<file path="config.mk">
export PLATFORM = sky130hd
export DESIGN_NAME = twenty_to_five
export DESIGN_NICKNAME = d
export VERILOG_FILES = /design/src/rtl/twenty_to_five_pkg.sv /design/src/rtl/twenty_to_five.sv
export SDC_FILE = /design/constraint.sdc
export NUM_CORES = 2
export LEC_CHECK = 0
export CAP_MARGIN = 20
export CELL_PAD_IN_SITES_DETAIL_PLACEMENT = 0
export CELL_PAD_IN_SITES_GLOBAL_PLACEMENT = 2
export CORE_AREA = 10 10 630 632
export DETAILED_ROUTE_END_ITERATION = 8
export DIE_AREA = 0 0 640 642
export PLACE_DENSITY_LB_ADDON = 0.2
export SYNTH_ARGS = -nofsm -noshare
export SYNTH_HDL_FRONTEND = slang
export SYNTH_SLANG_ARGS = --single-unit
</file>
<file path="constraint.sdc">
create_clock -name clk -period 49.3 [get_ports clk]
set_input_delay 9.86 -clock clk [delete_from_list [all_inputs] [get_ports clk]]
set_output_delay 9.86 -clock clk [all_outputs]
set_load 0.005 [all_outputs]
</file>
<file path="src/rtl/twenty_to_five_pkg.sv">
// Shared word-muxing constants for the narrow/wide lane converters.
// The 5-to-20 accumulator and the 20-to-5 splitter both import this package.
// This keeps the two ends of the round trip in agreement on group size and order.
package twenty_to_five_pkg;

    localparam int WORDS_NARROW     = 5;
    localparam int WORDS_WIDE       = 20;
    localparam int GROUPS           = WORDS_WIDE / WORDS_NARROW;
    localparam int WORD_LEN_DEFAULT = 66;

    // Width of the outstanding-group counter (must hold 0..GROUPS).
    localparam int REMAIN_W = 3;

    // Load value for the counter when a fresh wide block is accepted.
    function automatic logic [REMAIN_W-1:0] full_count();
        return REMAIN_W'(GROUPS);
    endfunction

endpackage

</file>
<file path="src/rtl/twenty_to_five.sv">
// twenty_to_five: splits one 20-word block into four consecutive 5-word groups.
// The least significant group (words 0-4) is emitted first.
//
// Ports:
//   clk         single clock, rising edge
//   arst        asynchronous active-high reset
//   din         20-word input block, word k at [(k+1)*WORD_LEN-1 : k*WORD_LEN]
//   din_valid   din holds a block
//   din_ready   block accepted on an edge where din_valid & din_ready
//   dout        current 5-word group, group word 0 in the low bits
//   dout_valid  dout holds a group
//   dout_ready  group consumed on an edge where dout_valid & dout_ready
//
// din_ready depends combinationally on dout_ready. This lets a new block load
// on the same edge that the last group of the previous block leaves, so there
// is no bubble between blocks.
module twenty_to_five
    import twenty_to_five_pkg::*;
#(
    parameter int WORD_LEN = WORD_LEN_DEFAULT
)
(
    input  logic                             clk,
    input  logic                             arst,
    input  logic [WORDS_WIDE*WORD_LEN-1:0]   din,
    input  logic                             din_valid,
    output logic                             din_ready,
    output logic [WORDS_NARROW*WORD_LEN-1:0] dout,
    output logic                             dout_valid,
    input  logic                             dout_ready
);

    localparam int NW = WORDS_NARROW * WORD_LEN;
    localparam int WW = WORDS_WIDE * WORD_LEN;

    logic [WW-1:0]       buf_r;
    logic [REMAIN_W-1:0] remain_r;
    logic                accept_s;
    logic                consume_s;

    // Output view of the shift register and the handshake decode.
    always_comb begin
        dout       = buf_r[NW-1:0];
        dout_valid = (remain_r != {REMAIN_W{1'b0}});
        din_ready  = (remain_r == {REMAIN_W{1'b0}}) ||
                     ((remain_r == REMAIN_W'(1)) && dout_ready);
        accept_s   = din_valid && din_ready;
        consume_s  = dout_valid && dout_ready;
    end

    // Block register and group counter. A load takes priority over a shift, so
    // the last group and the next block can be exchanged on the same edge. The
    // shift pulls zeros into the top so that a drained buffer reads back as zero.
    always_ff @(posedge clk or posedge arst) begin
        if (arst) begin
            buf_r    <= {WW{1'b0}};
            remain_r <= {REMAIN_W{1'b0}};
        end else if (accept_s) begin
            buf_r    <= din;
            remain_r <= full_count();
        end else if (consume_s) begin
            buf_r    <= {{NW{1'b0}}, buf_r[WW-1:NW]};
            remain_r <= remain_r - REMAIN_W'(1);
        end else begin
            buf_r    <= buf_r;
            remain_r <= remain_r;
        end
    end

endmodule

</file>
After elaboration in Yosys (flattened, before gate mapping). Cells that the tools add are included.

Bits in registers: 1323. Bits of input ports: 1324. Output and inout port bits: 332. Word-level logic and storage cells: 15.

Add/subtract/negate cells: 1. Equality and inequality tests: 1. Muxes and demuxes: 4. Reduce and logical (&&, ||, !) cells: 7.

Operators with widths (count): $mux 1320 (2); $mux 3 (2); $eq 3x1->1 const B (1); $logic_and 1x1->1 (3); $logic_not 3->1 (1); $reduce_bool 3->1 (1); $sub 3x1->3 const B (1); $reduce_bool 2->1 (1); $logic_or 1x1->1 (1).

Logic depth before layout (Yosys ltp).
Depth in word-level cells: 5. Gate-level depth with buffers: 10. Depth with buffers taken out: 6.

Worst setup path after synthesis. No wires, ideal clock.

Kind: input port to output port. Start: in dout_ready. End: out din_ready. Arrival time: 10.139 ns. Required time: 39.440 ns. Path slack: 29.301 ns. Stages on the path: 2. Path buffers: 0. Cell sequence: a21o_1 nor2b_1.

Cells in the longest elaborated chain, start to end: 2.

RTL lines: start: declaration (RTL line twenty_to_five.sv:30) `input logic dout_ready`; $logic_and 1x1->1 (RTL line twenty_to_five.sv:46) `((remain_r == REMAIN_W'(1)) && dout_ready);`; $logic_or 1x1->1 (RTL line twenty_to_five.sv:45) `din_ready = (remain_r == {REMAIN_W{1'b0}}) ||`; end: declaration (RTL line twenty_to_five.sv:27) `output logic din_ready,`.

No other way between the ends.

Worst setup path after layout. Ends and elaborated chain as after synthesis.

==> reports/metrics.csv <==
metric,value,unit
irDropWorstVdd,0.00002686,V
portBuffers,1655,
cts_buffers,187,
whs,0.4918,ns
slowest_delay,0.93,ns
netlist_instances,6476,
ios,1656,
drv_cap,0,
wl_met2,176.4,mm
drc,0,
ys_ff_latch,1323,
antenna_found_initial,335,
reg2reg_setup_slack,43.71,ns
cts_setup_buffers,0,
p_total,5037,uW
h-tree-depth,4,
cp_num_buf_inv,2,
antenna_left,0,
final.setup_skew,0.04796,ns
ys_types,21,
routabilityCongestion,0.8278,
path_max_fanout,3,
drive_gt1_share,4.651,%
die_w,640,um
nFillCells,42301,
fin_setup_tns,0,ns
synth_fp_nets,7803,
wl_per_cell,27.97,um
crit_required,39.44,ns
path_delay_family,buffers and inverters,
via_count,53191,
postCtsResizedCells,0,
crit_path_end_kind,output pin,
clock_latency,0.88,ns
layout_min_cycle_time,22.51,ns
grt_usage,16.69,%
worstMarginPinSlew,1.293,ns
first_pass_iters,5,
top_layer,met5,
num_rows,228,
synth_warnings,0,
cts_root_buf,clkbuf_16,
grt_pass1_vias,54878,
critPathSlowestCell,clkdlybuf4s50_1,
finalCritPeriodShare,45.67,%
grt_pass1_wl,488.7,mm
worstSetupPathType,in -> out,
p_per_area,60.40,nW/um^2
routed_via_density,4.146,
wl,358.8,mm
gr-total-overflow,0,
drt_iter0_markers,3703,
setup_viol,0,
clk_pin_slew,0.06,ns
start_util,15.19,%
syn_area,58350,um^2
cp-start-kind,primary input,
crit_chain,"clkdlybuf4s50_1, a21o_1, nor2b_1, clkdlybuf4s50_1",
area.sequential,33110,um^2
clkSinkCount,1323,
cpMostUsedCell,clkdlybuf4s50_1,
postCtsHoldBufs,0,
grt_max_degree,182,
clock.fmax,44.42,MHz
design.die.area,410900,um^2
synth.avg_cell_area,9.011,um^2
slew-limit-headroom,13.82,%
place_hpwl,267.9,mm
crit_arrival,12.65,ns
rsz0062_at_grt,false,
ys_seq_area_share,56.74,%
final_common_cell,a21oi_1,
core-area,384300,um^2
hold_violations,0,
wl_met3,25.90,mm
clock_path_buffers,4,
outcome,"finished, final reports clean",
mostFrequentLayoutCells,"a21oi_1 (1980), clkdlybuf4s50_1 (1655), dfrtp_1 (1323), nand2_1 (992), nor2_1 (990)",
finalMaxSlewViolations,0,
fp.dieH,642,um
hold_class,reg -> reg,
wl_met1,146.1,mm
nNetsFinal,8886,
power.leakage,0.03477,uW
multiInputGateArea,20400,um^2
tritoncts,yes,
syn2layout_area_growth,42.90,%
[path summary, 6_finish.rpt]
kind	startpoint	to	depth (start not counted)
worst min register to register	buf_r[343]	buf_r[13]	2
max in group asynchronous	arst	buf_r[1279]	6
min in group asynchronous	arst	buf_r[104]	2
worst max-delay path	dout_ready	din_ready	4
worst min-delay path	buf_r[343]	buf_r[13]	2
worst max register to register	remain_r[0]	buf_r[753]	10
[sequential cells by signal, summed over array words and instances, names as in the netlist]
name and count:
buf_r 1320, remain_r 3
[power by group]
| part | leakage (uW) | total, uW | switching (uW) | internal [uW] |
|---|---|---|---|---|
| clock network | 0.00297 | 1380 | 567 | 809 |
| logic | 0.0158 | 1750 | 1030 | 721 |
| registers | 0.0160 | 1910 | 342 | 1570 |
[kinds of logic (layout without fill, tap and decap cells)]
kind of cell	Yosys count	after routing	synth area share [%]
AO/OA/AOI/OAI	2315	2315	21.99
adder cells (fa/ha/maj)	3	3	0.06433
buffers and inverters	846	2068	8.362
flip-flops	1323	1323	56.74
multiplexers	2	2	0.04288
other	0	71	0
AND/OR/NAND/NOR	1987	1987	12.80
[worst register-to-register path: stages (launching register included)]
cell	delay (ns)
dfrtp_1	0.41
inv_1	0.09
ha_1	0.17
nor2b_2	0.29
mux2_8	0.72
buf_4	0.81
buf_4	0.91
buf_4	0.94
buf_4	0.87
nor2_1	0.12
a21oi_1	0.15
[metrics by stage]
stage	util [%]	instance area [um^2]	std cells	setup WS (ns)
after floorplan	-	58350	6476	2.146
after global routing	21.68	83300	12796	26.75
after detailed placement	20.07	77140	12429	26.81
after CTS	21.65	83180	12757	26.78
after global placement	20.07	77130	12428	26.76
final	21.70	83390	12829	26.79
[area by class of cell]
class                           count  share of cell area, %
Clock buffer                      293                  6.718
Timing Repair Buffer             1736                  20.76
Clock inverter                     35                 0.5267
Tap cell                         5060                  7.593
Inverter                            4                0.02701
Multi-Input combinational cell   4307                  24.46
Antenna cell                       71                 0.2131
Sequential cell                  1323                  39.70
[cells in the mapped netlist (all sizes together)]
cell type | number | area [um^2]
ha | 3 | 37.54
o22ai | 1 | 6.260
clkbuf | 200 | 750.7
a21oi | 1980 | 9910
nor2b | 3 | 21.27
mux2 | 1 | 11.26
nor2 | 990 | 3716
buf | 642 | 4114
and2 | 1 | 6.260
o21ai | 1 | 5.000
mux2i | 1 | 13.76
inv | 4 | 15.01
a21o | 1 | 7.510
nand2 | 993 | 3727
a22o | 330 | 2890
a211oi | 1 | 7.510
dfrtp | 1323 | 33110
a31oi | 1 | 6.260
[per-layer routing]
metal	up-vias	GRT usage, %
met4	138	4.098
met5	-	0
met2	1740	28.95
li1	23833	-
met1	26694	20.07
met3	786	5.107
Power figures use the tool's default switching activity.
